File: config.mk
export PLATFORM = sky130hd
export DESIGN_NAME = cmd_receiver
export DESIGN_NICKNAME = d
export VERILOG_FILES = /design/src/rtl/cmd_link_pkg.sv /design/src/rtl/cmd_frame_parser.sv /design/src/rtl/cmd_receiver.sv
export SDC_FILE = /design/constraint.sdc
export NUM_CORES = 1
export LEC_CHECK = 0
export ABC_AREA = 1
export CORE_MARGIN = 10
export CORE_UTILIZATION = 35
export CTS_BUF_LIST = sky130_fd_sc_hd__clkbuf_4 sky130_fd_sc_hd__clkbuf_8
export DETAILED_ROUTE_END_ITERATION = 8
export GPL_ROUTABILITY_DRIVEN = 0
export HOLD_SLACK_MARGIN = 0.12
export SYNTH_ARGS = -nofsm -noshare
export SYNTH_HDL_FRONTEND = slang
export SYNTH_SLANG_ARGS = --single-unit
File: constraint.sdc
create_clock -name clk -period 1.8 [get_ports clk]
set_input_delay 0.36 -clock clk [delete_from_list [all_inputs] [get_ports clk]]
set_output_delay 0.36 -clock clk [all_outputs]
set_load 0.01 [all_outputs]
File: src/rtl/cmd_link_pkg.sv
// ---------------------------------------------------------------------------
// cmd_link_pkg
//   Shared definitions for the host command link. Contains the default sync
//   bytes, the frame parser state encoding and a helper that turns a payload
//   length in bytes into the command word width.
// ---------------------------------------------------------------------------
package cmd_link_pkg;

   // Default two-byte sync pattern that opens every command frame.
   localparam logic [7:0] HDR0_DEFAULT = 8'hEB;
   localparam logic [7:0] HDR1_DEFAULT = 8'h90;

   // Frame parser states.
   typedef enum logic [1:0] {
      S_HDR0    = 2'd0,
      S_HDR1    = 2'd1,
      S_PAYLOAD = 2'd2,
      S_CHK     = 2'd3
   } parser_state_t;

   // Command word width for a given payload length.
   function automatic int width_of(input int payload_bytes);
      return 8 * payload_bytes;
   endfunction

endpackage

File: src/rtl/cmd_frame_parser.sv
// ---------------------------------------------------------------------------
// cmd_frame_parser
//   Byte-level framing for the host command link. Hunts for the two sync
//   bytes, assembles PAYLOAD_BYTES payload bytes (first byte lands in the
//   MSB), and checks the trailing XOR checksum. A frame is abandoned when
//   the line stays idle for TIMEOUT_CYCLES cycles inside a frame.
//
// Ports
//   clk         in   system clock
//   rst         in   asynchronous reset, active-low
//   rx_data     in   received byte, qualified by rx_valid
//   rx_valid    in   one-cycle strobe per received byte
//   frame_done  out  combinational pulse in the cycle a checksum byte matches
//   frame_word  out  assembled payload, valid while frame_done is high
//   frame_err   out  combinational pulse on checksum mismatch or timeout
// ---------------------------------------------------------------------------
module cmd_frame_parser
   import cmd_link_pkg::*;
#(
   parameter int          PAYLOAD_BYTES  = 4,
   parameter logic [7:0]  HDR0           = HDR0_DEFAULT,
   parameter logic [7:0]  HDR1           = HDR1_DEFAULT,
   parameter int          TIMEOUT_CYCLES = 50000,
   localparam int         W              = width_of(PAYLOAD_BYTES)
) (
   input  logic         clk,
   input  logic         rst,
   input  logic [7:0]   rx_data,
   input  logic         rx_valid,
   output logic         frame_done,
   output logic [W-1:0] frame_word,
   output logic         frame_err
);

   localparam int IDX_W = (PAYLOAD_BYTES > 1) ? $clog2(PAYLOAD_BYTES) : 1;
   localparam int GAP_W = $clog2(TIMEOUT_CYCLES + 1);

   localparam logic [IDX_W-1:0] LAST_IDX  = IDX_W'(PAYLOAD_BYTES - 1);
   // The idle cycle that would make the gap reach TIMEOUT_CYCLES aborts the frame.
   localparam logic [GAP_W-1:0] GAP_LIMIT = GAP_W'(TIMEOUT_CYCLES - 1);

   parser_state_t    state_q, state_d;
   logic [IDX_W-1:0] idx_q,   idx_d;
   logic [7:0]       chk_q,   chk_d;
   logic [W-1:0]     word_q,  word_d;
   logic [GAP_W-1:0] gap_q,   gap_d;

   always_comb begin
      // NOTE: every output of this block gets a default first so no path can
      // leave a signal unassigned and infer a latch.
      state_d    = state_q;
      idx_d      = idx_q;
      chk_d      = chk_q;
      word_d     = word_q;
      gap_d      = gap_q;
      frame_done = 1'b0;
      frame_err  = 1'b0;

      if (rx_valid) begin
         gap_d = '0;
         case (state_q)
            S_HDR0: begin
               if (rx_data == HDR0) state_d = S_HDR1;
            end
            S_HDR1: begin
               if (rx_data == HDR1) begin
                  state_d = S_PAYLOAD;
                  idx_d   = '0;
                  chk_d   = '0;
               end else if (rx_data != HDR0) begin
                  // A repeated HDR0 keeps us here so "EB EB 90" still syncs.
                  state_d = S_HDR0;
               end
            end
            S_PAYLOAD: begin
               word_d = (word_q << 8) | W'(rx_data);
               chk_d  = chk_q ^ rx_data;
               idx_d  = idx_q + IDX_W'(1);
               if (idx_q == LAST_IDX) state_d = S_CHK;
            end
            S_CHK: begin
               if (rx_data == chk_q) frame_done = 1'b1;
               else                  frame_err  = 1'b1;
               state_d = S_HDR0;
            end
            default: state_d = S_HDR0;
         endcase
      end else if (state_q != S_HDR0) begin
         if (gap_q == GAP_LIMIT) begin
            state_d   = S_HDR0;
            gap_d     = '0;
            frame_err = 1'b1;
         end else begin
            gap_d = gap_q + GAP_W'(1);
         end
      end
   end

   // NOTE: state is updated with non-blocking assignments so every flop samples
   // the pre-edge value of its neighbours, independent of statement order.
   always_ff @(posedge clk or negedge rst) begin
      if (!rst) begin
         state_q <= S_HDR0;
         idx_q   <= '0;
         chk_q   <= '0;
         word_q  <= '0;
         gap_q   <= '0;
      end else begin
         state_q <= state_d;
         idx_q   <= idx_d;
         chk_q   <= chk_d;
         word_q  <= word_d;
         gap_q   <= gap_d;
      end
   end

   // By the checksum byte the shift register holds exactly one full payload.
   assign frame_word = word_q;

endmodule

File: src/rtl/cmd_receiver.sv
// ---------------------------------------------------------------------------
// cmd_receiver
//   Producer side of the cmd_ready / cmd_ready_clear handshake. Validated
//   frames from cmd_frame_parser land in a pending register and raise
//   cmd_ready; an acknowledge from the consumer promotes pending to the
//   active command that drives the synth/RF control path.
//
// Ports
//   clk               in   system clock
//   rst               in   asynchronous reset, active-low
//   rx_data           in   received byte, qualified by rx_valid
//   rx_valid          in   one-cycle strobe per received byte
//   cmd_ready_clear   in   consumer acknowledge, one-cycle pulse
//   cmd_ready         out  pending command available
//   cmd_pending       out  most recent validated command
//   cmd_active        out  command currently applied to hardware
//   cmd_active_valid  out  set once any command has been promoted
//   frame_err         out  registered pulse: bad checksum or timeout
//   overrun           out  registered pulse: pending overwritten unacknowledged
//   err_count         out  saturating count of frame_err pulses
// ---------------------------------------------------------------------------
module cmd_receiver
   import cmd_link_pkg::*;
#(
   parameter int          PAYLOAD_BYTES  = 4,
   parameter logic [7:0]  HDR0           = HDR0_DEFAULT,
   parameter logic [7:0]  HDR1           = HDR1_DEFAULT,
   parameter int          TIMEOUT_CYCLES = 50000,
   localparam int         W              = width_of(PAYLOAD_BYTES)
) (
   input  logic         clk,
   input  logic         rst,
   input  logic [7:0]   rx_data,
   input  logic         rx_valid,
   input  logic         cmd_ready_clear,
   output logic         cmd_ready,
   output logic [W-1:0] cmd_pending,
   output logic [W-1:0] cmd_active,
   output logic         cmd_active_valid,
   output logic         frame_err,
   output logic         overrun,
   output logic [7:0]   err_count
);

   logic         frame_done;
   logic [W-1:0] frame_word;
   logic         parse_err;

   cmd_frame_parser #(
      .PAYLOAD_BYTES  (PAYLOAD_BYTES),
      .HDR0           (HDR0),
      .HDR1           (HDR1),
      .TIMEOUT_CYCLES (TIMEOUT_CYCLES)
   ) u_parser (
      .clk        (clk),
      .rst        (rst),
      .rx_data    (rx_data),
      .rx_valid   (rx_valid),
      .frame_done (frame_done),
      .frame_word (frame_word),
      .frame_err  (parse_err)
   );

   logic         ready_q,        ready_d;
   logic [W-1:0] pending_q,      pending_d;
   logic [W-1:0] active_q,       active_d;
   logic         active_valid_q, active_valid_d;
   logic         frame_err_q,    frame_err_d;
   logic         overrun_q,      overrun_d;
   logic [7:0]   err_count_q,    err_count_d;

   logic         clear_fire;

   always_comb begin
      ready_d        = ready_q;
      pending_d      = pending_q;
      active_d       = active_q;
      active_valid_d = active_valid_q;
      frame_err_d    = parse_err;
      overrun_d      = 1'b0;
      err_count_d    = err_count_q;

      // An acknowledge only counts while something is pending.
      clear_fire = cmd_ready_clear && ready_q;

      // Promotion reads the old pending value, so a commit in the same cycle
      // hands the previous command to the active side and keeps the new one.
      if (clear_fire) begin
         active_d       = pending_q;
         active_valid_d = 1'b1;
         ready_d        = 1'b0;
      end

      if (frame_done) begin
         pending_d = frame_word;
         ready_d   = 1'b1;
         overrun_d = ready_q && !clear_fire;
      end

      if (parse_err && (err_count_q != 8'hFF)) begin
         err_count_d = err_count_q + 8'd1;
      end
   end

   always_ff @(posedge clk or negedge rst) begin
      if (!rst) begin
         ready_q        <= 1'b0;
         pending_q      <= '0;
         active_q       <= '0;
         active_valid_q <= 1'b0;
         frame_err_q    <= 1'b0;
         overrun_q      <= 1'b0;
         err_count_q    <= '0;
      end else begin
         ready_q        <= ready_d;
         pending_q      <= pending_d;
         active_q       <= active_d;
         active_valid_q <= active_valid_d;
         frame_err_q    <= frame_err_d;
         overrun_q      <= overrun_d;
         err_count_q    <= err_count_d;
      end
   end

   assign cmd_ready        = ready_q;
   assign cmd_pending      = pending_q;
   assign cmd_active       = active_q;
   assign cmd_active_valid = active_valid_q;
   assign frame_err        = frame_err_q;
   assign overrun          = overrun_q;
   assign err_count        = err_count_q;

endmodule
==> flow_summary.yaml, run 1 <==
critical_path:
  cp_top_family: "buffers and inverters"
  critical_path_required_ns: 1.44
  timing.rr.end: "err_count[3]"
  cp_cell_sequence: "clkdlybuf4s50_1"
  cpPeakStageDelay_ns: 0.56
  end_kind: "output port"
  slowest_stage: "clkdlybuf4s50_1"
  reg2reg_depth: 11
  path_class: "register to output port"
  crit_path_max_fanout: 3
  crit_path_start: "cmd_pending[16]"
  ff2ff_setup_slack_ns: 0.21
  reg2reg_from: "u_parser.gap_q[1]"
  start_kind: "register"
  critPathBufInv: 1
  cp.arrival_ns: 1.38
global_routing:
  groute.usage.overall_pct: 11.8
  grt_remaining_overflow: 0
  grt_start_max_net_pins: 64
  first_global_vias: 4374
  antenna_found_initial: 0
  grt_pass1_wl_mm: 21.4
die:
  die_w_um: 149
  std_cell_rows: 47
  die-area_um2: 22300
  io_pins: 88
  start_util_pct: 35.5
  fp.dieH_um: 149
  coreArea_um2: 16500
yosys:
  synth-seq-cells: 136
  yosysWarnings: 0
  yosys.area_share.adder_pct: 0.640
  seq_area_frac_synth_pct: 58.0
  async_flop_share_pct: 100
  yosys.area_share.xor_xnor_pct: 1.04
  syn_area_um2: 5870
  syn_nets: 624
  synth_edf_count: 0
  synth-simple-area-share_pct: 17.5
  synthMuxAreaShare_pct: 6.14
  synthFlopType: "dfrtp_1"
  synth-compound-area-share_pct: 8.83
  ys_types: 32
  syn-instance-count: 609
  synth_top_family_by_area: "simple AND/OR/NAND/NOR gates"
  avgSynthCellArea_um2: 9.64
cells_and_area:
  antennaDiodeCount: 0
  syn_to_final_growth_pct: 30.9
  post-route-util_pct: 46.5
  final_common_cell: "nand2_1"
  final_cell_mix: "159 x nand2_1, 134 x dfrtp_1, 76 x inv_1"
  drive_above_1_share_pct: 18.9
  fin_nets: 744
  final_area_um2: 7680
cts:
  cts_htree_levels: 4
  clk_latency_ns: 0.44
  cts.path.max_buffers: 2
  clk_pin_slew_ns: 0.07
  cts.sinks: 136
  clock-root-buffer: "clkbuf_8"
  cts_tree: "yes"
  cts_buffers: 17
drt:
  wirelength_mm: 12.6
  drtPass1Iterations: 5
  top_layer_used: "met4"
  drc: 0
  route.met2.wl_mm: 6.05
  ant_nets: 0
  dr_wl_met3_um: 624
  drt_iter0_markers: 252
  wire_per_inst_um: 13.1
  avgViaCountPerCell: 4.53
  num_vias: 4350
  drt-met1-wl_mm: 5.62
timing:
  hold_viol: 0
  skew_ns: 0.0163
  worstMarginPinSlew_ns: 0.366
  report.final.slew_viol_count: 0
  timing.final.crit_period_ns: 1.74
  period_share_pct: 96.5
  fmax_mhz: 576
  rsz0062_at_grt: "no"
  setup-violations-final: 0
  relSlewSlack_pct: 75.6
power_and_ir_drop:
  comb_power_share_pct: 18.3
  power_frac_seq_pct: 47.3
  clkPwrFrac_pct: 34.4
  p_per_area_nw_per_um2: 1080
  leakagePower_nw: 4.01
  swShare_pct: 29.1
  p_int_mw: 5.88
  p_sw_mw: 2.41
  vdd_drop_max_mv: 0.476
run_status:
  outcome: "complete, no violations"
min_path:
  hold_path.class: "input pin to asynchronous set/reset pin"
placed_design:
  detailed_place.area_um2: 7160
  io_buffer_count: 87
  hpwl_mm: 9.32
run:
  drv_cap: 0
-- flip-flops by register name, indices dropped and copies added (netlist names), 2 cells and up --
register and count:
u_parser.frame_word 32, u_parser.state_q 2, u_parser.chk_q 8, cmd_active 32, u_parser.gap_q 16, err_count 8, cmd_pending 32, u_parser.idx_q 2
-- through the flow --
step / std cells / power (mW) / setup slack (ns) / setup TNS, ns / hold slack, ns
finish: 961 / 8.29 / 0.0625 / 0 / 0.345
global route: 961 / 8.87 / 0.000445 / 0 / 0.346
CTS: 961 / 8.42 / 0.00397 / 0 / 0.327
detailed placement: 927 / 5.52 / -0.266 / -9.65 / 0.239
global placement: 927 / 5.44 / -0.227 / -9.81 / 0.241
floorplan: 609 / 4.93 / 0.381 / 0 / 0.0644
-- repair_timing --
| item | 4_1_cts | 5_1_grt |
|---|---|---|
| endpoints found under the hold margin | 79 | 0 |
| pin swaps | 0 | 0 |
| resized for setup | 12 | 18 |
| setup buffers | 2 | 0 |
| hold buffers | 1 | 0 |
| setup endpoints to repair | 12 | 23 |
-- power groups by stage --
stage                     Clock, mW  Combinational (mW)  Sequential, mW
after CTS                      2.94                1.55            3.92
after detailed placement          0                1.53            3.99
final                          2.85                1.52            3.92
after floorplan                   0                1.02            3.91
after global routing           3.09                1.79            3.98
after global placement            0                1.48            3.96
-- worst max path at each step --
stage | endpoint | slack (ns) | cells past startpoint
finish | cmd_pending[16] | 0.06 | 1
global route | cmd_pending[7] | 0.0004 | 1
CTS | cmd_pending[14] | 0.004 | 1
detailed placement | err_count[5] | -0.27 | 12
global placement | err_count[7] | -0.23 | 12
floorplan | u_parser.gap_q[12] | 0.38 | 11
-- cell usage after synthesis (2+ instances only) --
master	instances	area share (%)
inv_1	76	4.9
inv_2	3	0.19
nor2_2	5	0.53
nand4_1	4	0.43
nand2_4	3	0.58
ha_1	3	0.64
buf_2	10	0.85
nor3_2	2	0.34
o21ai_2	17	2.5
xor2_1	6	0.90
clkbuf_1	2	0.13
o21ai_0	38	3.2
o21ai_1	17	1.4
nor3_1	7	0.60
buf_6	7	1.3
nand2_2	4	0.43
mux2_2	32	6.1
dfrtp_1	136	58
nor2_1	27	1.7
nand2_1	161	10
nor4_1	2	0.21
o22ai_1	8	0.85
a21oi_1	7	0.60
nand3_1	24	2.0
-- routing by layer --
layer / track usage (%) / up-vias
li1: - / 2194
met1: 14.6 / 2059
met2: 18.7 / 75
met3: 3.53 / 22
met4: 5.35 / 0
met5: 0 / -
-- cells by family after synthesis --
family / count (synthesis)
AND/OR/NAND/NOR: 241
flip-flops: 136
buffers and inverters: 102
AO/OA/AOI/OAI: 88
adder cells (fa/ha/maj): 3
XOR/XNOR: 7
multiplexers: 32
-- layout make-up --
class | count | area [µm²]
Clock inverter | 12 | 200
Tap cell | 220 | 275
Fill cell | 1572 | 8850
Inverter | 81 | 309
Timing Repair Buffer | 122 | 1210
Clock buffer | 19 | 255
Multi-Input combinational cell | 371 | 2020
Sequential cell | 136 | 3410
Power figures use the tool's default switching activity.
==> run 2, diff against run 1 <==
--- a/config.mk
+++ b/config.mk
@@ -6,12 +6,14 @@
 export NUM_CORES = 1
 export LEC_CHECK = 0
 export ABC_AREA = 1
+export ABC_CLOCK_PERIOD_IN_PS = 2200
 export CORE_MARGIN = 10
 export CORE_UTILIZATION = 35
 export CTS_BUF_LIST = sky130_fd_sc_hd__clkbuf_4 sky130_fd_sc_hd__clkbuf_8
 export DETAILED_ROUTE_END_ITERATION = 8
 export GPL_ROUTABILITY_DRIVEN = 0
 export HOLD_SLACK_MARGIN = 0.12
+export PLACE_DENSITY_LB_ADDON = 0.25
 export SYNTH_ARGS = -nofsm -noshare
 export SYNTH_HDL_FRONTEND = slang
 export SYNTH_SLANG_ARGS = --single-unit
==> constraint.sdc (replaced) <==
create_clock -name clk -period 2.2 [get_ports clk]
set_input_delay 0.44 -clock clk [delete_from_list [all_inputs] [get_ports clk]]
set_output_delay 0.44 -clock clk [all_outputs]
set_load 0.01 [all_outputs]
==> run 2 against run 1 <==
Critical path depth is the same; sequential power shrank 18%; highest routed layer unchanged; die area is the same; largest cell class unchanged; worst hold slack gained 0.13 ns; clock-buffer cell count grew 2; register-to-register slack gained 0.38 ns; core utilization shrank 1.1 points; sequential cell count is the same; global-route usage grew 0.19 points; non-clock buffer count shrank 16; sequential share of layout area grew 1.1 points; clock skew shrank 0.0060 ns.
==> flow_summary.yaml, run 2 (synthesis results as in run 1) <==
drt:
  drc: 0
  wire_per_inst_um: 13.4
  drt_iter0_markers: 183
  drtPass1Iterations: 7
  wirelength_mm: 12.7
  ant_nets: 0
  avgViaCountPerCell: 4.56
  num_vias: 4304
timing:
  timing.setup.tns_ns: 0
  setup-violations-final: 0
  relSlewSlack_pct: 61.6
  worstMarginPinSlew_ns: 0.577
  hold_viol: 0
  timing.final.crit_period_ns: 1.93
  report.final.slew_viol_count: 0
  fmax_mhz: 518
  rsz0062_at_grt: "no"
  period_share_pct: 87.8
  skew_ns: 0.0103
global_routing:
  grt_remaining_overflow: 0
  gr-usage-met3_pct: 3.38
  grt_pass1_wl_mm: 21.8
  antenna_found_initial: 0
  groute.usage.overall_pct: 12.0
  grt_use_met1_pct: 14.6
  use_met2_pct: 19.6
  first_global_vias: 4353
  grt_start_max_net_pins: 63
  grt_busiest_layer: "met2"
cells_and_area:
  final_cell_mix: "161 x nand2_1, 136 x dfrtp_1, 86 x clkdlybuf4s50_1"
  fin_nets: 728
  syn_to_final_growth_pct: 27.7
  fillers: 1582
  drive_above_1_share_pct: 16.3
  final_common_cell: "nand2_1"
  antennaDiodeCount: 0
power_and_ir_drop:
  leakagePower_nw: 3.60
  power_frac_seq_pct: 48.3
  p_sw_mw: 1.93
  p_total_mw: 6.62
  p_int_mw: 4.69
  comb_power_share_pct: 18.1
  p_per_area_nw_per_um2: 884
  vdd_drop_max_mv: 0.405
  swShare_pct: 29.2
  clkPwrFrac_pct: 33.5
critical_path:
  path_class: "register to output port"
  cp.arrival_ns: 1.49
  crit_path_max_fanout: 6
  timing.rr.end: "u_parser.gap_q[14]"
  slowest_stage: "clkdlybuf4s50_1"
  reg2reg_from: "u_parser.gap_q[1]"
  critPathBufInv: 1
  critical_path_required_ns: 1.76
  ff2ff_setup_slack_ns: 0.59
  end_kind: "output port"
  start_kind: "register"
  cp_top_family: "buffers and inverters"
  reg2reg_depth: 10
  cpPeakStageDelay_ns: 0.59
  cp_cell_sequence: "clkdlybuf4s50_1"
die:
  die-area_um2: 22300
  coreArea_um2: 16500
  start_util_pct: 35.5
  fp.dieH_um: 149
  io_pins: 88
  std_cell_rows: 47
  die_w_um: 149
min_path:
  hold_start: "cmd_active_valid"
  hold_end: "cmd_active_valid"
  hold_depth: 2
  hold_path.class: "register to register"
cts:
  cts.sinks: 136
  cts_resized: 0
  cts_tree: "yes"
  cts_buffers: 17
  clk_pin_slew_ns: 0.07
  cts_htree_levels: 4
  clock-root-buffer: "clkbuf_8"
  cts.path.max_buffers: 2
  clk_latency_ns: 0.44
run:
  drv_cap: 0
run_status:
  outcome: "complete, no violations"
placed_design:
  io_buffer_count: 87
  hpwl_mm: 9.39
## run 2: changes by cell type in the layout (fill, tap and decap cells not counted), moves of 3 or more
cell / delta
clkinv_4: -3
buf_4: -16
clkdlybuf4s50_1: +25
dlygate4sd2_1: -10
dlymetal6s2s_1: -15
## run 2: power groups by stage
stage | Clock (mW) | Sequential [mW] | Combinational, mW
final | 2.22 | 3.20 | 1.20
after global routing | 2.41 | 3.26 | 1.43
after CTS | 2.30 | 3.20 | 1.23
after detailed placement | 0 | 3.25 | 1.22
after global placement | 0 | 3.23 | 1.17
after floorplan | 0 | 3.20 | 0.836
## run 2: repair_timing
item,CTS,global route
setup endpoints to repair,0,0
buffers inserted,0,0
hold buffers,1,0
endpoints found under the hold margin,58,0
## run 2: worst max-delay path by stage
stage               depth (start not counted)  slack [ns]                   to               from
floorplan                                  11        0.78   u_parser.gap_q[12]  u_parser.gap_q[1]
global placement                           11        0.17  u_parser.state_q[1]         rx_data[7]
detailed placement                         11        0.15         err_count[7]         rx_data[0]
CTS                                         1        0.24         err_count[2]       err_count[2]
global route                                1        0.20         err_count[7]       err_count[7]
finish                                      1        0.27         err_count[2]       err_count[2]
## run 2: cell type report
cell class	instances	area [µm²]	area share (%)
repair buffers	106	1070	14.2
clock inverters	9	149	1.99
multi-input cells	371	2010	26.9
flip-flops and latches	136	3400	45.4
clock buffers	21	277	3.69
inverters	81	309	4.12
well taps	220	275	3.67
## run 2: stage by stage
stage	setup slack, ns	utilization (%)	instances	instance area (µm²)	hold slack, ns
after floorplan	0.781	-	609	5870	0.144
after detailed placement	0.151	42.7	913	7060	0.462
final	0.268	45.3	944	7490	0.471
after CTS	0.236	45.3	944	7490	0.477
after global routing	0.195	45.3	944	7490	0.508
after global placement	0.169	42.7	913	7060	0.451
## run 2: layer usage
metal / up-vias / wire, µm
met5: - / 0
met4: 0 / 206
met3: 20 / 628
met2: 68 / 6270
met1: 2069 / 5570
li1: 2147 / -
==> run 3, diff against run 2 <==
--- a/config.mk
+++ b/config.mk
@@ -10,6 +10,7 @@
 export CORE_MARGIN = 10
 export CORE_UTILIZATION = 35
 export CTS_BUF_LIST = sky130_fd_sc_hd__clkbuf_4 sky130_fd_sc_hd__clkbuf_8
+export CTS_CLUSTER_DIAMETER = 50
 export DETAILED_ROUTE_END_ITERATION = 8
 export GPL_ROUTABILITY_DRIVEN = 0
 export HOLD_SLACK_MARGIN = 0.12
==> results of run 3 <==
The final DEF is identical to that of run 2; final timing and power are the same.
